===== src/rtl/subtractor_pipe_pkg.sv =====
// Shared types and helpers for the pipelined subtractor / comparator.
package subtractor_pipe_pkg;

    typedef enum logic {
        CMP_UNSIGNED = 1'b0,
        CMP_SIGNED   = 1'b1
    } cmp_mode_e;

    typedef struct packed {
        logic lt;
        logic eq;
        logic gt;
    } cmp_flags_t;

    function automatic int calc_nstg(input int width, input int stage_w);
        return width / stage_w;
    endfunction

    function automatic logic signed_ovf(input logic a_msb, input logic b_msb, input logic diff_msb);
        return (a_msb ^ b_msb) & (a_msb ^ diff_msb);
    endfunction

    // In signed mode the true sign of A-B is the result sign corrected by overflow.
    function automatic cmp_flags_t resolve_flags(input cmp_mode_e mode, input logic borrow,
                                                 input logic zero, input logic diff_msb,
                                                 input logic ovf);
        cmp_flags_t f;
        f.lt = (mode == CMP_SIGNED) ? (diff_msb ^ ovf) : borrow;
        f.eq = zero;
        f.gt = ~f.lt & ~zero;
        return f;
    endfunction

endpackage


===== src/rtl/subtractor_pipe_sub_slice.sv =====
// STAGE_W-bit combinational ripple-borrow subtractor slice.
module sub_slice #(
    parameter int W = 8
) (
    input  logic [W-1:0] i_a,
    input  logic [W-1:0] i_b,
    input  logic         i_bin,
    output logic [W-1:0] o_diff,
    output logic         o_bout,
    output logic         o_zero
);

    // Ripple the borrow from LSB to MSB.
    always_comb begin : ripple
        logic v_bw;
        v_bw   = i_bin;
        o_diff = {W{1'b0}};
        for (int i = 0; i < W; i++) begin
            o_diff[i] = i_a[i] ^ i_b[i] ^ v_bw;
            v_bw      = (~i_a[i] & i_b[i]) | (~(i_a[i] ^ i_b[i]) & v_bw);
        end
        o_bout = v_bw;
        o_zero = (o_diff == {W{1'b0}});
    end

endmodule


===== src/rtl/subtractor_pipe.sv =====
// Pipelined A-B subtractor and comparator, one STAGE_W slice per stage.
// Optional macro SUBTRACTOR_PIPE_OVF_EN adds the o_ovf signed-overflow output.
module subtractor_pipe
    import subtractor_pipe_pkg::*;
#(
    parameter int WIDTH   = 32,
    parameter int STAGE_W = 8
) (
    input  logic             i_clk,
    input  logic             i_rst_n,
    input  logic             i_valid,
    output logic             o_ready,
    input  logic [WIDTH-1:0] i_a,
    input  logic [WIDTH-1:0] i_b,
    input  logic             i_signed,
    output logic             o_valid,
    input  logic             i_ready,
    output logic [WIDTH-1:0] o_diff,
    output logic             o_borrow,
    output logic             o_lt,
    output logic             o_eq,
`ifdef SUBTRACTOR_PIPE_OVF_EN
    output logic             o_gt,
    output logic             o_ovf
`else
    output logic             o_gt
`endif
);

    localparam int NSTG = calc_nstg(WIDTH, STAGE_W);

    logic [WIDTH-1:0]   r_a    [NSTG];
    logic [WIDTH-1:0]   r_b    [NSTG];
    logic [WIDTH-1:0]   r_diff [NSTG];
    logic               r_vld  [NSTG];
    logic               r_bo   [NSTG];
    logic               r_zero [NSTG];
    logic               r_sgn  [NSTG];
    cmp_flags_t         r_flags;
`ifdef SUBTRACTOR_PIPE_OVF_EN
    logic               r_ovf;
`endif

    logic [WIDTH-1:0]   w_a     [NSTG];
    logic [WIDTH-1:0]   w_b     [NSTG];
    logic [WIDTH-1:0]   w_dprev [NSTG];
    logic [WIDTH-1:0]   w_dnext [NSTG];
    logic [STAGE_W-1:0] w_sdiff [NSTG];
    logic [NSTG-1:0]    w_vin;
    logic [NSTG-1:0]    w_sgn;
    logic [NSTG-1:0]    w_bin;
    logic [NSTG-1:0]    w_zin;
    logic [NSTG-1:0]    w_bout;
    logic [NSTG-1:0]    w_szero;
    logic               w_adv;
    logic               w_ovf;
    cmp_flags_t         w_flags;

    assign w_adv = ~r_vld[NSTG-1] | i_ready;

    for (genvar k = 0; k < NSTG; k++) begin : gen_stg
        logic [WIDTH-1:0] w_merge;

        // Stage 0 takes the raw operands; later stages take the skewed copies.
        if (k == 0) begin : gen_head
            assign w_a[k]     = i_a;
            assign w_b[k]     = i_b;
            assign w_dprev[k] = {WIDTH{1'b0}};
            assign w_vin[k]   = i_valid;
            assign w_sgn[k]   = i_signed;
            assign w_bin[k]   = 1'b0;
            assign w_zin[k]   = 1'b1;
        end else begin : gen_body
            assign w_a[k]     = r_a[k-1];
            assign w_b[k]     = r_b[k-1];
            assign w_dprev[k] = r_diff[k-1];
            assign w_vin[k]   = r_vld[k-1];
            assign w_sgn[k]   = r_sgn[k-1];
            assign w_bin[k]   = r_bo[k-1];
            assign w_zin[k]   = r_zero[k-1];
        end

        sub_slice #(
            .W (STAGE_W)
        ) u_slice (
            .i_a    (w_a[k][k*STAGE_W +: STAGE_W]),
            .i_b    (w_b[k][k*STAGE_W +: STAGE_W]),
            .i_bin  (w_bin[k]),
            .o_diff (w_sdiff[k]),
            .o_bout (w_bout[k]),
            .o_zero (w_szero[k])
        );

        // Drop this stage's slice into the diff word carried from earlier stages.
        always_comb begin
            w_merge                         = w_dprev[k];
            w_merge[k*STAGE_W +: STAGE_W]   = w_sdiff[k];
        end

        assign w_dnext[k] = w_merge;
    end

    assign w_ovf   = signed_ovf(w_a[NSTG-1][WIDTH-1], w_b[NSTG-1][WIDTH-1],
                                w_sdiff[NSTG-1][STAGE_W-1]);
    assign w_flags = resolve_flags(cmp_mode_e'(w_sgn[NSTG-1]), w_bout[NSTG-1],
                                   w_zin[NSTG-1] & w_szero[NSTG-1],
                                   w_sdiff[NSTG-1][STAGE_W-1], w_ovf);

    // Pipeline registers: every stage shifts together on advance, otherwise holds.
    always_ff @(posedge i_clk or negedge i_rst_n) begin
        if (!i_rst_n) begin
            for (int k = 0; k < NSTG; k++) begin
                r_a[k]    <= {WIDTH{1'b0}};
                r_b[k]    <= {WIDTH{1'b0}};
                r_diff[k] <= {WIDTH{1'b0}};
                r_vld[k]  <= 1'b0;
                r_bo[k]   <= 1'b0;
                r_zero[k] <= 1'b0;
                r_sgn[k]  <= 1'b0;
            end
            r_flags <= cmp_flags_t'(3'b000);
`ifdef SUBTRACTOR_PIPE_OVF_EN
            r_ovf   <= 1'b0;
`endif
        end else if (w_adv) begin
            for (int k = 0; k < NSTG; k++) begin
                r_a[k]    <= w_a[k];
                r_b[k]    <= w_b[k];
                r_diff[k] <= w_dnext[k];
                r_vld[k]  <= w_vin[k];
                r_bo[k]   <= w_bout[k];
                r_zero[k] <= w_zin[k] & w_szero[k];
                r_sgn[k]  <= w_sgn[k];
            end
            r_flags <= w_flags;
`ifdef SUBTRACTOR_PIPE_OVF_EN
            r_ovf   <= w_ovf;
`endif
        end
    end

    assign o_ready  = w_adv;
    assign o_valid  = r_vld[NSTG-1];
    assign o_diff   = r_diff[NSTG-1];
    assign o_borrow = r_bo[NSTG-1];
    assign o_lt     = r_flags.lt;
    assign o_eq     = r_flags.eq;
    assign o_gt     = r_flags.gt;
`ifdef SUBTRACTOR_PIPE_OVF_EN
    assign o_ovf    = r_ovf;
`endif

endmodule


===== config.mk =====
export PLATFORM = sky130hd
export DESIGN_NAME = subtractor_pipe
export DESIGN_NICKNAME = d
export VERILOG_FILES = /design/src/rtl/subtractor_pipe_pkg.sv /design/src/rtl/subtractor_pipe_sub_slice.sv /design/src/rtl/subtractor_pipe.sv
export SDC_FILE = /design/constraint.sdc
export NUM_CORES = 1
export LEC_CHECK = 0
export BUFFER_PORTS_ARGS = -buffer_cell sky130_fd_sc_hd__buf_2
export CAP_MARGIN = 20
export CELL_PAD_IN_SITES_DETAIL_PLACEMENT = 1
export CELL_PAD_IN_SITES_GLOBAL_PLACEMENT = 1
export CORE_MARGIN = 8
export CORE_UTILIZATION = 30
export CTS_CLUSTER_DIAMETER = 50
export CTS_CLUSTER_SIZE = 12
export DETAILED_ROUTE_END_ITERATION = 6
export GPL_ROUTABILITY_DRIVEN = 1
export PLACE_DENSITY = 0.59
export SYNTH_ARGS = -nofsm -noshare
export SYNTH_HDL_FRONTEND = slang
export SYNTH_HIERARCHICAL = 1
export SYNTH_SLANG_ARGS = --single-unit

===== constraint.sdc =====
create_clock -name i_clk -period 4.8 [get_ports i_clk]
set_clock_uncertainty 0.2 [all_clocks]
set_input_delay 0.96 -clock i_clk [delete_from_list [all_inputs] [get_ports i_clk]]
set_output_delay 0.96 -clock i_clk [all_outputs]
set_load 0.01 [all_outputs]

# Word level (Yosys, flattened, before mapping)
# Cells that the tools add are included.
# classes
add_sub_neg,0
mul,0
div_mod_pow,0
n_lt_le_gt_ge,0
eq_ne,0
shift,0
n_mux,1
bitwise,231
n_reduce_logical,4
# op_table
op,n
AND 1 bit,68
NOT 1 bit,66
bitwise XOR 1 bit,65
logical NOT 8 bit,4
bitwise OR 1 bit,32
two-way mux 1 bit,1
# totals
regBits,289
latch_bits,0
ram_bits,0
mem_bits_ro,0
n_memories,0

# Depth between registers and ports, before layout
# Gate-level depths: netlist of run 1.
# depth
ltp_word,23
depth_mapped,14
depth_no_buf,14

# Modules after synthesis
# Netlist of run 1, hierarchy kept.
# by_module_without_submodules
mod,n_inst,cells_each,area_per_inst_um2,seq_area_each_um2
subtractor_pipe,1,818,7337.0,4829.6
sub_slice,4,28,246.5,0.0

# Least setup slack after synthesis of run 1
# Ideal clock, no wire load.
# synth_timing
kind,input -> register
startpoint,input port i_a[0]
endpoint,register r_zero[3] in the netlist's numbering
arrival_ns,4.527
required_ns,4.535
slack_ns,0.008
stages,13
cell_sequence,inv_1 > fa_1 > fa_1 > fa_1 > fa_1 > fa_1 > fa_1 > fa_1 > inv_1 > fa_1 > nor4_2 > nand2_1 > nand2_1
# synth_between
elab_chain_cells,16
# synth_lines
element,line,text
start: declaration,subtractor_pipe.sv:13,"input logic [WIDTH-1:0] i_a,"
NOT 1 bit,subtractor_pipe_sub_slice.sv:20,v_bw = (~i_a[i] & i_b[i]) | (~(i_a[i] ^ i_b[i]) & v_bw);
AND 1 bit (2 in series),subtractor_pipe_sub_slice.sv:20,
bitwise OR 1 bit,subtractor_pipe_sub_slice.sv:20,
AND 1 bit,subtractor_pipe_sub_slice.sv:20,
bitwise OR 1 bit,subtractor_pipe_sub_slice.sv:20,
AND 1 bit,subtractor_pipe_sub_slice.sv:20,
bitwise OR 1 bit,subtractor_pipe_sub_slice.sv:20,
AND 1 bit,subtractor_pipe_sub_slice.sv:20,
bitwise OR 1 bit,subtractor_pipe_sub_slice.sv:20,
AND 1 bit,subtractor_pipe_sub_slice.sv:20,
bitwise OR 1 bit,subtractor_pipe_sub_slice.sv:20,
AND 1 bit,subtractor_pipe_sub_slice.sv:20,
bitwise OR 1 bit,subtractor_pipe_sub_slice.sv:20,
bitwise XOR 1 bit,subtractor_pipe_sub_slice.sv:19,o_diff[i] = i_a[i] ^ i_b[i] ^ v_bw;
via gen_stg[0].w_merge[7],subtractor_pipe.sv:62,logic [WIDTH-1:0] w_merge;
logical NOT 8 bit,subtractor_pipe_sub_slice.sv:23,o_zero = (o_diff == {W{1'b0}});
via w_szero[0],subtractor_pipe.sv:54,logic [NSTG-1:0] w_szero;
end signal: indexed assignment,subtractor_pipe.sv:132,r_zero[k] <= w_zin[k] & w_szero[k];
end: declaration,subtractor_pipe.sv:37,logic r_zero [NSTG];
# The timed path passes the listed nets, and every way through them passes these cells.
# A chain may end at the register's enable or synchronous reset.

# Worst setup path after layout of run 1
# Ends and elaborated chain as after synthesis.

==> flow_metrics.env, run 1 <==
export IMPL_grt_max_degree=193
export IMPL_clk_path_buf_depth=2
export IMPL_ys_types=21
export IMPL_maxSlewViolCount=0
export IMPL_cts_tree="done"
export IMPL_muxShareOfSynthArea=0
export IMPL_post_cts_repair_setup_buffers=0
export IMPL_critPathLaunch="i_a[0]"
export IMPL_arrival_ns=4.81
export IMPL_leakagePower_nw=5.36
export IMPL_topRoutingLayerUsed="met4"
export IMPL_die_area_sq_mm=0.0333
export IMPL_min_period_over_period=0.966
export IMPL_pin_count=107
export IMPL_reg2regPathDepth=14
export IMPL_vias_per_cell=4.13
export IMPL_die_y_microns=183
export IMPL_nFillCells=3310
export IMPL_worst_skew_pair_late_latency_ns=0.44
export IMPL_start_kind="input pin"
export IMPL_slew_headroom=0.423
export IMPL_routed_wl_microns=18700
export IMPL_clock_fmax_mhz=216
export IMPL_cts_made_buffers=17
export IMPL_r2r_start="r_a[56]$_DFFE_PN0P_"
export IMPL_num_rows=61
export IMPL_setup_violations=0
export IMPL_final_layout_size_suffix_gt1_frac=0.151
export IMPL_seq_area_sq_mm=0.00483
export IMPL_ant_nets=0
export IMPL_min_to="o_diff[2]$_DFFE_PN0P_"
export IMPL_via_count=5817
export IMPL_cp_required_ns=4.97
export IMPL_fin_crit_ns=4.63
export IMPL_dp_cells=1376
export IMPL_io_buffers=106
export IMPL_start_util=0.302
export IMPL_wl_met1_microns=9660
export IMPL_ys_ff_latch=193
export IMPL_wl_met3_microns=745
export IMPL_dpl_hpwl_microns=12500
export IMPL_route_detailed_drc=0
export IMPL_syn_nets=1031
export IMPL_synth_cells=930
export IMPL_cts_root_buffer="clkbuf_16"
export IMPL_cts_sinks=193
export IMPL_diodes=0
export IMPL_ctsHoldBuffers=0
export IMPL_rrSetupSlack_ns=0.28
export IMPL_p_per_area_mw_per_mm2=669
export IMPL_multiInputGateArea_sq_mm=0.00296
export IMPL_core_sq_mm=0.0276
export IMPL_yosys_area_share_simple=0.273
export IMPL_fp_dieW_microns=183
export IMPL_synth_area_sq_mm=0.00832
export IMPL_hold_path_class="flip-flop to flip-flop"
export IMPL_finalHoldViolCount=0
export IMPL_cts_htree_levels=4
export IMPL_grt_pass1_vias=6438
export IMPL_clk_pin_slew_ns=0.07
export IMPL_tightest_slew_ns=0.866
export IMPL_ys_top_cells_by_area="dfrtp_1 58%, nand2_1 26%, fa_1 7.7%"
export IMPL_vdd_ir_drop_max_mv=0.654
export IMPL_nNetsFinal=1119
export IMPL_ys_async_sr_fraction=1.00
export IMPL_final_cells=1409
export IMPL_end_kind="flip-flop"
export IMPL_yosysTopAreaCell="dfrtp_1"
export IMPL_path_cells="buf_2 > inv_1 > fa_1 > fa_1 > fa_1 > fa_1 > fa_1 > fa_1 > fa_1 > inv_1 > fa_1 > nor4_2 > nand2_1 > nand2_1"
export IMPL_synth_compound_area_frac=0.00436
export IMPL_synth_top_family_by_area="simple AND/OR/NAND/NOR gates"
export IMPL_crit_type="input pin to flip-flop"
export IMPL_drtIter0Drc=357
export IMPL_yosysWarnings=6
export IMPL_worstPathMaxFanout=2
export IMPL_avgRoutedWirePerCell_microns=13.3
export IMPL_synth_top_area_frac=0.580
export IMPL_grt_pass1_wl_microns=32600
export IMPL_synthAdderAreaFrac=0.0770
export IMPL_dp_slack_ns=-0.294
export IMPL_worstReg2RegEnd="o_eq$_DFFE_PN0P_"
export IMPL_slowest_delay_ns=0.44
export IMPL_synth_edff_count=0
export IMPL_outcome="finished, final reports clean"
export IMPL_min_from="o_diff[2]$_DFFE_PN0P_"
export IMPL_finalWeightedCongestion=0.722
export IMPL_syn2layout_area_growth_pct=17.1
export IMPL_ys_top_cells_by_count="572 x nand2_1, 193 x dfrtp_1, 66 x inv_1, 32 x fa_1, 30 x buf_2"
export IMPL_rsz0062_at_grt="no"
export IMPL_gr_total_overflow=0
export IMPL_antenna_found_initial=0
export IMPL_whs_path_depth=2
export IMPL_synth_ff_type="dfrtp_1"
export IMPL_synth_xor_area_frac=0
export IMPL_track_usage=0.121
export IMPL_syn_avg_cell_area_sq_um=8.95
export IMPL_cap_violations=0
export IMPL_worst_slack_ns=0.165
export IMPL_ys_seq_area_frac=0.580
export IMPL_yosysMostFrequentCell="nand2_1"
export IMPL_crit_slowest_cell="fa_1"
export IMPL_wl_met2_microns=8140
export IMPL_first_pass_iters=4
export IMPL_cp_common_cell="fa_1"
-- logic make-up (layout without fill, tap and decap cells) --
logic type,count (synthesis),after routing
AND/OR/NAND/NOR,587,587
flip-flops,193,193
buffers and inverters,112,213
adder cells (fa/ha/maj),32,32
AO/OA/AOI/OAI,5,5
other,1,1
-- worst max-delay path: cells and delay by family --
kind,cells,cell delay [ns]
adders and majority gates,8,3.24
buffers and inverters,3,0.21
and+or+nand+nor,3,0.41
-- timing repair --
item                                    CTS  global route
endpoints found under the setup margin    0             3
endpoints found under the hold margin     0             0
resized for setup                         0             3
-- layout make-up --
type	count	area share
Sequential cell	193	0.496
Multi-Input combinational cell	625	0.304
Timing Repair Buffer	111	0.0651
Tap cell	378	0.0485
Clock buffer	18	0.0451
Inverter	70	0.0275
Clock inverter	14	0.0145
-- state kept, by name, summed over array words and instances, names as in the netlist --
signal / cells
gen_stg.w_merge: 48
r_a: 48
r_b: 48
o_diff: 32
r_bo: 3
r_sgn: 3
r_vld: 3
r_zero: 3
o_borrow: 1
o_eq: 1
o_gt: 1
o_lt: 1
o_valid: 1
-- stage by stage --
stage          TNS, ns  power [W]  area, sq um   util  hold WS [ns]
2_1_floorplan        0    0.00438         8320      -         0.230
6_report             0    0.00652         9750  0.354         0.260
3_3_place_gp    -0.171    0.00513         9130  0.331         0.246
3_5_place_dp    -0.363    0.00522         9130  0.331         0.250
4_1_cts              0    0.00667         9710  0.352         0.268
5_1_grt              0    0.00718         9750  0.354         0.278
-- report_power, final --
group | switching, W | total [W] | internal, W
combinational | 0.00149 | 0.00240 | 0.000910
clock | 0.000672 | 0.00142 | 0.000747
sequential | 0.000380 | 0.00270 | 0.00232
total | 0.00254 | 0.00652 | 0.00398
-- routing by layer --
metal	vias up	track usage
met5	-	0
met3	15	0.0310
met1	2807	0.167
met4	0	0.0364
met2	79	0.185
li1	2916	-
-- cells in the final DEF, fill, tap and decap left out, types with 2 or more instances in the layout --
cell	count
buf_12	3
buf_2	105
clkbuf_16	17
clkbuf_8	2
clkinv_2	2
clkinv_4	2
clkinvlp_4	2
dfrtp_1	193
fa_1	30
fa_2	2
inv_1	66
inv_2	3
inv_6	5
inv_8	3
nand2_1	572
nand3_1	2
nand4_1	4
nor4_2	4
o21ai_0	2
-- worst max path at each step --
stage | slack, ns | cells after the start | endpoint
2_1_floorplan | 0.008 | 13 | r_zero[3]$_DFFE_PN0P_
3_3_place_gp | -0.17 | 14 | r_zero[3]$_DFFE_PN0P_
3_5_place_dp | -0.29 | 14 | r_zero[3]$_DFFE_PN0P_
4_1_cts | 0.15 | 14 | o_eq$_DFFE_PN0P_
5_1_grt | 0.007 | 14 | o_eq$_DFFE_PN0P_
6_report | 0.17 | 14 | r_zero[3]$_DFFE_PN0P_
Note: power is estimated with default switching activity, not from simulation.
==> run 2, diff against run 1 <==
--- a/config.mk
+++ b/config.mk
@@ -15,6 +15,7 @@
 export CTS_CLUSTER_SIZE = 12
 export DETAILED_ROUTE_END_ITERATION = 6
 export GPL_ROUTABILITY_DRIVEN = 1
+export MAX_ROUTING_LAYER = met4
 export PLACE_DENSITY = 0.59
 export SYNTH_ARGS = -nofsm -noshare
 export SYNTH_HDL_FRONTEND = slang
==> run 2 against run 1 <==
Against the previous run:
- combinational power barely moved
- largest power group unchanged
- cell count did not move
- worst hold slack barely moved
- largest cell class unchanged
- clock-buffer cell count did not move
- sequential share of layout area did not move
- worst setup slack got worse by 0.0016 ns
==> flow_metrics.env, run 2 (synthesis gave the netlist of run 1 again) <==
export IMPL_fin_crit_ns=4.64
export IMPL_p_per_area_mw_per_mm2=668
export IMPL_outcome="finished, final reports clean"
export IMPL_die_area_sq_mm=0.0333
export IMPL_worstReg2RegEnd="o_eq$_DFFE_PN0P_"
export IMPL_via_count=5821
export IMPL_final_cells=1409
export IMPL_io_buffers=106
export IMPL_p_switching_w=0.00254
export IMPL_gr_total_overflow=0
export IMPL_die_y_microns=183
export IMPL_antenna_found_initial=0
export IMPL_cts_sinks=193
export IMPL_route_detailed_drc=0
export IMPL_dp_cells=1376
export IMPL_grt_pass1_wl_microns=32700
export IMPL_hold_path_class="flip-flop to flip-flop"
export IMPL_cts_made_buffers=17
export IMPL_setup_violations=0
export IMPL_cts_root_buffer="clkbuf_16"
export IMPL_pin_count=107
export IMPL_clk_pin_slew_ns=0.07
export IMPL_cap_violations=0
export IMPL_dpl_hpwl_microns=12500
export IMPL_min_to="o_diff[4]$_DFFE_PN0P_"
export IMPL_track_usage=0.125
export IMPL_vias_per_cell=4.13
export IMPL_seqPwrFrac=0.414
export IMPL_first_pass_iters=4
export IMPL_p_clk_frac=0.217
export IMPL_power_frac_comb=0.369
export IMPL_slew_headroom=0.405
export IMPL_dp_slack_ns=-0.294
export IMPL_cts_tree="done"
export IMPL_grt_pass1_vias=6416
export IMPL_final_cell_mix="572 x nand2_1, 193 x dfrtp_1, 105 x buf_2, 66 x inv_1, 30 x fa_1"
export IMPL_min_from="o_diff[4]$_DFFE_PN0P_"
export IMPL_cts_htree_levels=4
export IMPL_nFillCells=3310
export IMPL_end_kind="flip-flop"
export IMPL_arrival_ns=4.81
export IMPL_final_core_util=0.354
export IMPL_num_rows=61
export IMPL_p_int_w=0.00398
export IMPL_holdWs_ns=0.260
export IMPL_rsz0062_at_grt="no"
export IMPL_rrSetupSlack_ns=0.29
export IMPL_vdd_ir_drop_max_mv=0.653
export IMPL_whs_path_depth=2
export IMPL_r2r_start="r_a[56]$_DFFE_PN0P_"
export IMPL_reg2regPathDepth=14
export IMPL_fp_dieW_microns=183
export IMPL_worst_slack_ns=0.164
export IMPL_avgRoutedWirePerCell_microns=13.3
export IMPL_nNetsFinal=1119
export IMPL_finalWeightedCongestion=0.730
export IMPL_clock_fmax_mhz=216
export IMPL_cp_required_ns=4.97
export IMPL_leakagePower_nw=5.36
export IMPL_clk_path_buf_depth=2
export IMPL_syn2layout_area_growth_pct=17.1
export IMPL_routed_wl_microns=18700
export IMPL_worstPathMaxFanout=2
export IMPL_diodes=0
export IMPL_worst_skew_pair_late_latency_ns=0.43
export IMPL_finalHoldViolCount=0
export IMPL_tightest_slew_ns=0.892
export IMPL_maxSlewViolCount=0
export IMPL_ant_nets=0
export IMPL_start_kind="input pin"
export IMPL_mostFrequentLayoutCell="nand2_1"
export IMPL_p_sw_frac=0.390
export IMPL_min_period_over_period=0.966
export IMPL_core_sq_mm=0.0276
export IMPL_crit_type="input pin to flip-flop"
export IMPL_drtIter0Drc=342
export IMPL_grt_max_degree=193
export IMPL_final_layout_size_suffix_gt1_frac=0.151
export IMPL_start_util=0.302
## run 2: repair_timing
action	in CTS	in global routing
resized for setup	0	3
buffers inserted	0	0
setup endpoints to repair	0	3
hold buffers	0	0
## run 2: metal layers
| metal | global-route usage | wire (microns) | vias to the layer above |
|---|---|---|---|
| met3 | 0.0306 | 604 | 13 |
| met1 | 0.168 | 9720 | 2811 |
| met4 | 0.0335 | 161 | 0 |
| li1 | - | - | 2920 |
| met5 | - | 0 | - |
| met2 | 0.185 | 8250 | 77 |
## run 2: power groups by stage
stage                     combinational, W  clock (W)  sequential (W)
after CTS                          0.00248    0.00148         0.00271
after global placement             0.00241          0         0.00272
final                              0.00240    0.00141         0.00270
after detailed placement           0.00248          0         0.00274
after floorplan                    0.00166          0         0.00272
after global routing               0.00284    0.00154         0.00280
## run 2: worst max path at each step
stage                             start               endpoint  slack [ns]
detailed placement               i_a[0]  r_zero[3]$_DFFE_PN0P_       -0.29
floorplan                        i_a[0]  r_zero[3]$_DFFE_PN0P_       0.008
global placement                 i_a[0]  r_zero[3]$_DFFE_PN0P_       -0.17
finish                           i_a[0]  r_zero[3]$_DFFE_PN0P_        0.16
global route        r_a[56]$_DFFE_PN0P_       o_eq$_DFFE_PN0P_       0.008
CTS                 r_a[56]$_DFFE_PN0P_       o_eq$_DFFE_PN0P_        0.15
## run 2: through the flow
step | TNS [ns] | area, sq um | power, W
finish | 0 | 9750 | 0.00651
global route | 0 | 9750 | 0.00718
CTS | 0 | 9710 | 0.00667
detailed placement | -0.363 | 9130 | 0.00522
global placement | -0.171 | 9130 | 0.00513
floorplan | 0 | 8320 | 0.00438
## run 2: critical path, cell delays in order
cell and delay [ns]:
buf_2 0.08, inv_1 0.05, fa_1 0.43, fa_1 0.39, fa_1 0.40, fa_1 0.40, fa_1 0.40, fa_1 0.41
fa_1 0.37, inv_1 0.08, fa_1 0.44, nor4_2 0.26, nand2_1 0.07, nand2_1 0.08
## run 2: final cells by class
cell class	count	area (sq um)	share of cell area
Clock buffer	18	439	0.0451
Clock inverter	14	141	0.0145
Inverter	70	268	0.0275
Multi-Input combinational cell	625	2960	0.304
Sequential cell	193	4830	0.496
Tap cell	378	473	0.0485
Timing Repair Buffer	111	634	0.0651
==> run 3, diff against run 2 <==
--- a/config.mk
+++ b/config.mk
@@ -16,7 +16,7 @@
 export DETAILED_ROUTE_END_ITERATION = 6
 export GPL_ROUTABILITY_DRIVEN = 1
 export MAX_ROUTING_LAYER = met4
-export PLACE_DENSITY = 0.59
+export PLACE_DENSITY_LB_ADDON = 0.1
 export SYNTH_ARGS = -nofsm -noshare
 export SYNTH_HDL_FRONTEND = slang
 export SYNTH_HIERARCHICAL = 1
==> run 3 against run 2 <==
Against the previous run:
- critical path depth unchanged
- global-route usage increased by 0.26 points
- combinational power up 3%
- via count grew 0.21%
- cell count about the same
- wire length increased by 4.7%
- sequential power barely moved
- sequential share of layout area fell by 0.27 points
- die area did not move
- worst hold slack worse by 0.0054 ns
- design area rose by 0.54%
- fmax rose by 0.80%
==> flow_metrics.env, run 3 (synthesis gave the netlist of run 1 again) <==
export IMPL_post_cts_repair_setup_buffers=0
export IMPL_grt_pass1_wl_microns=33300
export IMPL_arrival_ns=4.77
export IMPL_worst_slack_ns=0.201
export IMPL_nNetsFinal=1120
export IMPL_crit_type="input pin to flip-flop"
export IMPL_dp_slack_ns=-0.264
export IMPL_vdd_ir_drop_max_mv=0.994
export IMPL_cp_common_cell="fa_1"
export IMPL_fin_area_sq_mm=0.00980
export IMPL_top_usage_layer="met1"
export IMPL_end_kind="flip-flop"
export IMPL_maxSlewViolCount=0
export IMPL_drtIter0Drc=331
export IMPL_first_pass_iters=4
export IMPL_met2_usage=0.177
export IMPL_dpl_hpwl_microns=12800
export IMPL_path_cells="buf_2 > inv_1 > fa_1 > fa_1 > fa_1 > fa_1 > fa_1 > fa_1 > fa_1 > inv_1 > fa_1 > nor4_2 > nand2_1 > nand2_1"
export IMPL_finalHoldViolCount=0
export IMPL_cts_root_buffer="clkbuf_16"
export IMPL_track_usage=0.127
export IMPL_rsz0062_at_grt="yes"
export IMPL_tightest_slew_ns=0.946
export IMPL_met1_usage=0.183
export IMPL_grt_max_degree=193
export IMPL_fp_dieW_microns=183
export IMPL_clk_path_buf_depth=2
export IMPL_cap_violations=0
export IMPL_grt_pass1_vias=6302
export IMPL_die_y_microns=183
export IMPL_start_util=0.302
export IMPL_cp_required_ns=4.97
export IMPL_p_per_area_mw_per_mm2=683
export IMPL_core_sq_mm=0.0276
export IMPL_vias_per_cell=4.14
export IMPL_mostFrequentLayoutCell="nand2_1"
export IMPL_nFillCells=3281
export IMPL_slowest_delay_ns=0.44
export IMPL_min_period_over_period=0.958
export IMPL_num_rows=61
export IMPL_dpl_instance_area_sq_mm=0.00913
export IMPL_fin_crit_ns=4.60
export IMPL_cts_tree="done"
export IMPL_pin_count=107
export IMPL_worstPathMaxFanout=2
export IMPL_met3_usage=0.0306
export IMPL_multiInputGateArea_sq_mm=0.00296
export IMPL_crit_slowest_cell="fa_1"
export IMPL_gr_total_overflow=0
export IMPL_slew_headroom=0.369
export IMPL_cts_sinks=193
export IMPL_final_layout_size_suffix_gt1_frac=0.152
export IMPL_cts_htree_levels=4
export IMPL_ctsHoldBuffers=0
export IMPL_seq_area_sq_mm=0.00483
export IMPL_hold_path_class="input pin to async pin"
export IMPL_die_area_sq_mm=0.0333
export IMPL_outcome="finished, final reports clean"
export IMPL_syn2layout_area_growth_pct=17.7
export IMPL_io_buffers=106
export IMPL_finalWeightedCongestion=0.713
export IMPL_setup_violations=0
export IMPL_clk_pin_slew_ns=0.08
export IMPL_final_cell_mix="572 x nand2_1, 193 x dfrtp_1, 105 x buf_2, 66 x inv_1, 31 x fa_1"
export IMPL_route_detailed_drc=0
export IMPL_ant_nets=0
export IMPL_avgRoutedWirePerCell_microns=13.9
export IMPL_worst_skew_pair_late_latency_ns=0.43
export IMPL_clock_fmax_mhz=217
export IMPL_diodes=0
export IMPL_routed_wl_microns=19600
export IMPL_leakagePower_nw=5.38
export IMPL_start_kind="input pin"
export IMPL_antenna_found_initial=0
export IMPL_cts_made_buffers=17
export IMPL_via_count=5833
## run 3: cell count changes in the layout (fill, tap and decap cells not counted), moves of 2 or more
cell / previous run / this run
clkinv_2: 2 / 0
inv_6: 5 / 3
buf_4: 1 / 3
clkinv_8: 0 / 4
## run 3: worst max-delay path: cells and delay by family
| kind | cells | cell delay, ns |
|---|---|---|
| buffers and inverters | 3 | 0.18 |
| adders and majority gates | 8 | 3.19 |
| and+or+nand+nor | 3 | 0.42 |
## run 3: routing by layer
metal / routed length, microns / vias up
li1: - / 2921
met2: 8210 / 77
met3: 637 / 7
met4: 116 / 0
met1: 10700 / 2828
met5: 0 / -
## run 3: metrics by stage
stage	total power (W)	hold slack [ns]	utilization	setup TNS [ns]	std cells
finish	0.00669	0.255	0.356	0	1410
detailed placement	0.00527	0.251	0.331	-0.309	1377
floorplan	0.00438	0.230	-	0	930
CTS	0.00683	0.268	0.354	0	1409
global placement	0.00519	0.246	0.331	-0.199	1377
global route	0.00734	0.264	0.356	0	1410
## run 3: report_power, final
part	internal, W	leakage [nW]	switching (W)	total [W]
logic	0.000914	2.73	0.00156	0.00247
clock network	0.000806	0.307	0.000710	0.00152
registers	0.00232	2.35	0.000383	0.00270
total	0.00404	5.38	0.00265	0.00669
## run 3: path summary, 6_finish.rpt
path / start / endpoint / slack, ns / cells after the start
max reg2reg: r_a[56]$_DFFE_PN0P_ / o_gt$_DFFE_PN0P_ / 0.24 / 13
min in group i_clk: o_diff[21]$_DFFE_PN0P_ / o_diff[21]$_DFFE_PN0P_ / 0.26 / 2
max in group asynchronous: i_rst_n / r_b[116]$_DFFE_PN0P_ / 2.90 / 3
min reg2reg: o_diff[21]$_DFFE_PN0P_ / o_diff[21]$_DFFE_PN0P_ / 0.26 / 2
min: i_rst_n / o_diff[26]$_DFFE_PN0P_ / 0.25 / 1
max: i_a[0] / r_zero[3]$_DFFE_PN0P_ / 0.20 / 14
## run 3: repair_timing
action / 4_1_cts / 5_1_grt
resized for setup: 0 / 3
hold endpoints to repair: 0 / 0
endpoints found under the setup margin: 0 / 3
## run 3: layout make-up
class | count | share of cell area
clock inverters | 15 | 0.0217
flip-flops and latches | 193 | 0.493
repair buffers | 112 | 0.0642
multi-input cells | 625 | 0.302
well taps | 378 | 0.0483
clock buffers | 17 | 0.0434
inverters | 70 | 0.0273
